===== config.mk =====
export PLATFORM = sky130hd
export DESIGN_NAME = disp_mux
export DESIGN_NICKNAME = d
export VERILOG_FILES = /design/src/rtl/disp_mux.sv
export SDC_FILE = /design/constraint.sdc
export NUM_CORES = 1
export LEC_CHECK = 0
export BUFFER_PORTS_ARGS = -buffer_cell sky130_fd_sc_hd__buf_2
export CORE_MARGIN = 4
export CORE_UTILIZATION = 35
export CTS_BUF_LIST = sky130_fd_sc_hd__clkbuf_4
export CTS_CLUSTER_DIAMETER = 150
export DETAILED_ROUTE_END_ITERATION = 16
export PLACE_DENSITY_LB_ADDON = 0.15
export SLEW_MARGIN = 0
export SYNTH_ARGS = -nofsm -noshare
export SYNTH_HDL_FRONTEND = slang
export SYNTH_SLANG_ARGS = --single-unit

===== constraint.sdc =====
create_clock -name disp_clock -period 3.07 [get_ports disp_clock]
set_input_delay 0.1535 -clock disp_clock [delete_from_list [all_inputs] [get_ports disp_clock]]
set_output_delay 0.1535 -clock disp_clock [all_outputs]
set_load 0.02 [all_outputs]

===== src/rtl/disp_mux.sv =====
// disp_mux: scans six BCD clock digits onto a shared active-low 7-segment bus,
// with a frame-coherent digit snapshot and per-field blinking.
module disp_mux #(
    parameter int DIV_REFRESH = 50000,
    parameter int BLINK_TICKS = 250
) (
    input  logic       disp_clock,
    input  logic       disp_reset,
    input  logic       disp_enable,
    input  logic [3:0] disp_h_Lsd,
    input  logic [1:0] disp_h_Msd,
    input  logic [3:0] disp_m_Lsd,
    input  logic [2:0] disp_m_Msd,
    input  logic [3:0] disp_s_Lsd,
    input  logic [2:0] disp_s_Msd,
    input  logic [2:0] disp_blink_mask,
    output logic [5:0] disp_an,
    output logic [6:0] disp_seg,
    output logic       disp_dp
);
    localparam int PW = $clog2(DIV_REFRESH);
    localparam int BW = $clog2(BLINK_TICKS + 1);
    localparam logic [PW-1:0] PRESC_MAX = PW'(DIV_REFRESH - 1);
    localparam logic [BW-1:0] BLINK_MAX = BW'(BLINK_TICKS - 1);

    logic [PW-1:0]     presc_q, presc_d;
    logic [2:0]        idx_q, idx_d;
    logic [BW-1:0]     blink_q, blink_d;
    logic              phase_q, phase_d;
    logic [5:0][3:0]   snap_q, snap_d;
    logic [5:0]        an_q, an_d;
    logic [6:0]        seg_q, seg_d;
    logic              dp_q, dp_d;
    logic              tick, blank;
    logic [3:0]        digit;

    function automatic logic [6:0] decode(input logic [3:0] v);
        case (v)
            4'd0:    decode = 7'b1000000;
            4'd1:    decode = 7'b1111001;
            4'd2:    decode = 7'b0100100;
            4'd3:    decode = 7'b0110000;
            4'd4:    decode = 7'b0011001;
            4'd5:    decode = 7'b0010010;
            4'd6:    decode = 7'b0000010;
            4'd7:    decode = 7'b1111000;
            4'd8:    decode = 7'b0000000;
            4'd9:    decode = 7'b0010000;
            default: decode = 7'b0111111;
        endcase
    endfunction

    always_comb begin
        tick    = disp_enable && presc_q == PRESC_MAX;
        presc_d = !disp_enable ? presc_q : tick ? '0 : presc_q + PW'(1);
        idx_d   = !tick ? idx_q : idx_q == 3'd5 ? 3'd0 : idx_q + 3'd1;
        blink_d = !tick ? blink_q : blink_q == BLINK_MAX ? '0 : blink_q + BW'(1);
        phase_d = phase_q ^ (tick && blink_q == BLINK_MAX);
        // whole time captured at frame wrap so one frame never mixes two times
        snap_d  = (tick && idx_q == 3'd5) ?
                  {2'b00, disp_h_Msd, disp_h_Lsd, 1'b0, disp_m_Msd, disp_m_Lsd,
                   1'b0, disp_s_Msd, disp_s_Lsd} : snap_q;
        digit   = snap_q[idx_q];
        blank   = phase_q && disp_blink_mask[idx_q[2:1]];
        an_d    = blank ? '1 : ~(6'b000001 << idx_q);
        seg_d   = blank ? '1 : decode(digit);
        dp_d    = blank || !(idx_q == 3'd2 || idx_q == 3'd4);
    end

    always_ff @(posedge disp_clock or negedge disp_reset) begin
        if (!disp_reset) begin
            presc_q <= '0;
            idx_q   <= '0;
            blink_q <= '0;
            phase_q <= 1'b0;
            snap_q  <= '0;
            an_q    <= '1;
            seg_q   <= '1;
            dp_q    <= 1'b1;
        end else begin
            presc_q <= presc_d;
            idx_q   <= idx_d;
            blink_q <= blink_d;
            phase_q <= phase_d;
            snap_q  <= snap_d;
            an_q    <= an_d;
            seg_q   <= seg_d;
            dp_q    <= dp_d;
        end
    end

    assign disp_an  = an_q;
    assign disp_seg = seg_q;
    assign disp_dp  = dp_q;
endmodule

# Yosys cells after proc, flatten, opt, wreduce, memory -nomap -nowiden
# Memory sizes are Yosys's and may differ from the RTL's.
# Cells that the tools add are included.
[word_totals] reg_bits=62 mem_bits_ro=112 input_bits=26 out_inout_bits=14 elab_cells=43 n_memories=1
[mem_list] name="(no name shown)" depth=16 width=7 read_ports=1 rd_ports_with_merged_regs=0 write_ports=0 line_no="38" source="case (v)"
[classes] n_addsub=3 magnitude_cmp=2 n_eq_ne=5 shifts=1 muxes=9 bitwise_logic=2 n_reduce_logical=7
[ops] cell="adder 16 x 1 -> 16 bit, second input constant" n=1
[ops] cell="== test 16 bit, second input constant" n=1
[ops] cell="two-way mux 16 bit" n=1
[ops] cell="binary-select mux 4 bit (select 3 bit)" n=1
[ops] cell="adder 8 x 1 -> 8 bit, second input constant" n=1
[ops] cell="== test 8 bit, second input constant" n=1
[ops] cell="two-way mux 8 bit" n=1
[ops] cell="two-way mux 7 bit" n=1
[ops] cell="== test 3 bit, second input constant" n=2
[ops] cell="two-way mux 6 bit" n=1
[ops] cell="NOT 6 bit" n=1
[ops] cell="left shift 1 x 3 -> 6 bit, first input constant" n=1
[ops] cell="logical AND 1 bit" n=4
[ops] cell="less-than comparator 3 x 4 -> 1 bit, second input constant" n=1
[ops] cell="two-way mux 4 bit" n=1
[ops] cell="adder 3 x 1 -> 3 bit, second input constant" n=1
[ops] cell="== test 3 x 2 -> 1 bit, second input constant" n=1
[ops] cell="less-than comparator 2 x 3 -> 1 bit, second input constant" n=1
[ops] cell="two-way mux 3 bit" n=1
[ops] cell="binary-select mux 1 bit (select 2 bit)" n=1
[ops] cell="logical OR 1 bit" n=2
[ops] cell="zero test 1 bit" n=1
[ops] cell="two-way mux 1 bit" n=1
[ops] cell="bitwise XOR 1 bit" n=1

# Depth between registers and ports, before layout
[logic_depth] depth_word=4 mapped_depth=9 ltp_nobuf=7

# Least setup slack after synthesis
# No wires, ideal clock.
[synth_timing] path_kind="register to register" from="reg idx_q[0]" to="reg seg_q[3], in the netlist disp_seg[3]" setup_time_ns=0.091 t_arrival_ns=2.075 t_required_ns=2.979 slack_ns=0.904 path_stages_with_launch=9 path_buffers=2 synth_period_minus_slack_ns=2.166 cell_sequence="dfrtp_1 > buf_2 > buf_1 > mux2i_1 > nor2_1 > nor3_1 > ha_1 > and3_1 > o31ai_1"
[synth_between] elab_chain_len=4
[synth_rtl] element="from (decl)" line_no="27" source="logic [2:0] idx_q, idx_d;"
[synth_rtl] element="from (signal assigned)" line_no="82" source="idx_q <= idx_d;"
[synth_rtl] element="binary-select mux 4 bit (select 3 bit)" line_no="63" source="digit = snap_q[idx_q];"
[synth_rtl] element="two-way mux 4 bit (not written as such)" line_no="63"
[synth_rtl] element="memory (16 x 7 bit)"
[synth_rtl] element="two-way mux 7 bit" line_no="66" source="seg_d = blank ? '1 : decode(digit);"
[synth_rtl] element="named net seg_d[3]" line_no="32" source="logic [6:0] seg_q, seg_d;"
[synth_rtl] element="to (signal assigned)" line_no="87" source="seg_q <= seg_d;"
[synth_rtl] element="to (decl)" line_no="32"
# The timed path passes the listed nets, and every way through them passes these cells. The select of a mux whose other input is x is not followed.
# A chain may end at the register's enable or synchronous reset.

# Worst setup path after layout
[layout_timing] from="reg idx_q[0]" to="reg seg_q[2], in the netlist disp_seg[2]"
# The elaborated chain is that of the path after synthesis.

==> results by group <==
Worst setup path
  • Number of cells on the worst reg-to-reg path: 6
  • Critical path peak fanout: 10
  • Reg-to-reg critical path startpoint: idx_q[0]
  • Critical Path Start Type: register
  • Critical-path top delay cell: dfrtp_1
  • Most frequent cell on the critical path: nor3_1
  • Required time at the worst-slack endpoint: 3.40 ns
  • Worst setup slack for register-to-register paths: between 0.7 and 0.8 ns
  • Delay of the slowest critical-path stage: approximately 0.63 ns
  • Worst-path cell chain: mux2i_1 -> nor2_1 -> nor3_1 -> inv_1 -> nor3_1 -> o21ai_0
  • R2R Path End: disp_seg[2]
  • Worst setup path class: register to register
  • Kind of capture point of the worst setup path: register
  • Data arrival time of the worst path: 2.69 ns

STA
  • Crit path time final: between 2 and 2.5 ns
  • Slew Limit Headroom: 0.4401
  • Fmax achieved: approximately 0.42 GHz
  • Pins over their slew limit: 0
  • Final Setup Violations: 0
  • Unrepaired setup endpoints after global routing: false
  • Pin slew with the least headroom to its limit: 0.8398 ns
  • Final worst setup slack: 0.7082 ns
  • Count of endpoints failing hold in the final timing report: 0
  • Clock Skew: between 0.015 and 0.02 ns
  • Share of the cycle needed by the critical path after routing: 0.7693
  • Final total negative setup slack: 0 ns

Synth
  • Share of synthesized registers carrying an async set or reset: 1.000
  • Post-synthesis instance area: 2988 sq um
  • Post-synthesis share of cell area spent on and, or, nand and nor gates: 0.1717
  • Synth warn: 0
  • Number of enable-type register cells in the synthesized netlist: 0
  • Mean instance size in the synthesized netlist: around 11 sq um
  • Synth Area in Compound Gates: 0.06951
  • Largest family of logic cells by synthesized area: simple AND/OR/NAND/NOR gates
  • Top cell type's share of synthesized area: 0.4020
  • Leading area contributor after synthesis: dfrtp_1
  • Xor-xnor portion of the synthesized cell area: 0.04690
  • Mux contribution to synthesized area: 0.1202
  • Sequential share of the synthesized area: 0.5251
  • Most common cell in the netlist: dfrtp_1
  • Synthesized net count: roughly 310
  • Dominant synthesized flop cell: dfrtp_1
  • Post-synth top cells: dfrtp_1 (48), nand2_1 (29), mux2_1 (20), nor2_1 (17), o21ai_0 (15)
  • Synthesized flop and latch total: a little over 60
  • Synth Area in Adders: 0.04188
  • Post-synthesis instance total: 273
  • Main area contributors after synthesis: dfrtp_1 (40%), dfstp_2 (12%), mux2_1 (7.5%)
  • Library cells used by synthesis: between 40 and 50

Placement
  • Post-placement setup slack: approximately 0.75 ns
  • Hpwl dp: between 4000 and 5000 um
  • Global placement routability congestion: about 0.81
  • Count of port buffers added during placement: 39
  • Cell count after placement: between 400 and 500

Pwr
  • Final total power: ~1.5 mW
  • Pwr Density: around 420 nW/um^2
  • Leakage component of the power: 1.752 nW
  • Peak ir drop on the vdd network: ~0.17 mV

Final layout
  • # fillers: between 800 and 900
  • Final standard cell utilization of the core: 0.4409
  • Fraction of layout cells with a size suffix above 1: 0.2406
  • Area delta synth->final: 21.86%
  • Antenna fix cells: 0
  • FF+latch area: roughly 1600 sq um
  • Final #Nets: 376
  • Non-filler instance count after layout: 450
  • Area used by multi-input combinational logic: ~1300 sq um

Die
  • Horizontal extent of the die: about 100 um
  • DIE AREA: roughly 10000 sq um
  • Vertical die dimension: around 100 um
  • Starting Density: 0.3618
  • Io pins: 40
  • Core region area: just over 8000 sq um
  • FP Rows: 33

Routing
  • Count of nets left with antenna violations after detail routing: 0
  • Number of vias after detailed routing: approximately 2200
  • Via count normalized by instance count: just under 5
  • Routed len/inst: approximately 13 um
  • Count of TritonRoute iterations in the first routing pass: 4
  • Final wirelength: between 5000 and 6000 um
  • # DRC: 0
  • Drt initial violations: 47

GRT
  • Remaining global-route overflow: 0
  • Wire length of the first global-routing pass: about 11000 um
  • Largest net degree at the start of global routing: 38
  • Initial antenna violation count: 0
  • Via count of the first global-routing pass: ~2300
  • Overall Global Routing Usage: 0.1314

Clocking
  • Number of buffers added by the clock tree synthesis step: 9
  • Count of cells resized by post-cts repair: 0
  • CTS clk-pin slew, worst paths: 0.11 ns
  • Post-CTS setup buffer count: 0
  • Clk_lat worst skew: 0.40 ns
  • CTS Buffer Depth: 2
  • Number of levels the H-tree was split into: 3
  • TritonCTS clock tree: done
  • CTS Root Cell: clkbuf_4
  • Number of clock sinks: between 60 and 70

Worst hold path
  • Worst-case hold path end point: presc_q[1]
  • Hold Crit Depth: 2
  • Startpoint of the lowest-slack hold path: disp_enable
  • HP Class: primary input to register

Flow run
  • Reported max-cap violation count: 0

Outcome
  • Result of the run: finished, final reports clean
==> report_power, final <==
part	leakage, nW	internal, mW	switching, mW
logic	0.898	0.0799	0.0677
clock network	0.0641	0.178	0.295
registers	0.790	0.859	0.0503
==> flip-flops by register name, summed over array words and instances (netlist names) <==
name      flops
snap_q       20
disp_dp       1
disp_seg      7
presc_q      16
phase_q       1
idx_q         3
disp_an       6
blink_q       8
==> routing by layer <==
| layer | vias to the layer above | track usage | share of wire |
|---|---|---|---|
| met3 | 10 | 0.02988 | 0.047 |
| li1 | 1096 | - | - |
| met2 | 43 | 0.2023 | 0.44 |
| met5 | - | 0 | 0 |
| met4 | 0 | 0.06425 | 0.021 |
| met1 | 1062 | 0.1744 | 0.49 |
==> cells in the final DEF, fill, tap and decap left out, types with 2 or more instances in the layout <==
cell / count
nor2_1: 17
and2_1: 2
nand3_1: 13
xnor2_1: 8
nand2_1: 29
and3_1: 4
buf_2: 39
nor4_1: 3
clkbuf_4: 11
mux2_1: 20
nand4_1: 5
clkinv_2: 3
o31ai_1: 5
inv_1: 7
dlygate4sd3_1: 22
dfrtp_1: 48
a21oi_1: 4
nor3_1: 7
mux2_2: 3
a21boi_0: 2
or3_1: 3
o21ai_1: 4
buf_4: 6
o21ai_0: 15
nand2b_1: 2
xor2_1: 8
nor2b_1: 2
ha_1: 10
or4_1: 2
dfstp_2: 14
mux2i_1: 10
nand3b_1: 2
==> kinds of logic (layout without fill, tap and decap cells) <==
kind of cell | Yosys count | count (layout)
DFF | 62 | 62
muxes | 33 | 33
buffers and inverters | 18 | 90
xor gates and xnor gates | 16 | 16
AOI/OAI and AO/OA | 35 | 35
adders and majority gates | 10 | 10
and+or+nand+nor | 99 | 99
==> stage by stage <==
step	instance area (sq um)	hold slack, ns
floorplan	2988	-0.1421
global placement	3312	0.3239
detailed placement	3312	0.3198
CTS	3641	0.02449
global route	3641	0.03611
finish	3641	0.04973
==> final cells by class <==
| type | count | share of cell area |
|---|---|---|
| flip-flops and latches | 62 | 0.4309 |
| multi-input cells | 193 | 0.3694 |
| repair buffers | 67 | 0.1265 |
| well taps | 105 | 0.03608 |
| clock buffers | 11 | 0.02268 |
| clock inverters | 5 | 0.007216 |
| inverters | 7 | 0.007216 |
==> what timing repair did <==
action | 4_1_cts | 5_1_grt
endpoints found under the hold margin | 56 | 0
hold buffers | 22 | 0
setup endpoints to repair | 0 | 0
==> worst max-delay path, delay by kind of cell (launching register included) <==
| family | cells | cell delay [ns] |
|---|---|---|
| buf+inv | 1 | 0.24 |
| simple gates | 3 | 1.04 |
| compound gates | 1 | 0.15 |
| mux | 1 | 0.25 |
| flops | 1 | 0.63 |
==> worst max-delay path by stage <==
stage / start / endpoint / slack, ns / cells past startpoint
global route: idx_q[0] / disp_seg[2] / 0.40 / 6
finish: idx_q[0] / disp_seg[2] / 0.71 / 6
CTS: idx_q[0] / disp_seg[2] / 0.73 / 6
floorplan: idx_q[0] / disp_seg[3] / 0.90 / 8
detailed placement: idx_q[0] / disp_seg[2] / 0.75 / 6
global placement: idx_q[1] / disp_seg[3] / 0.79 / 6
(Power assumes the default switching activity.)
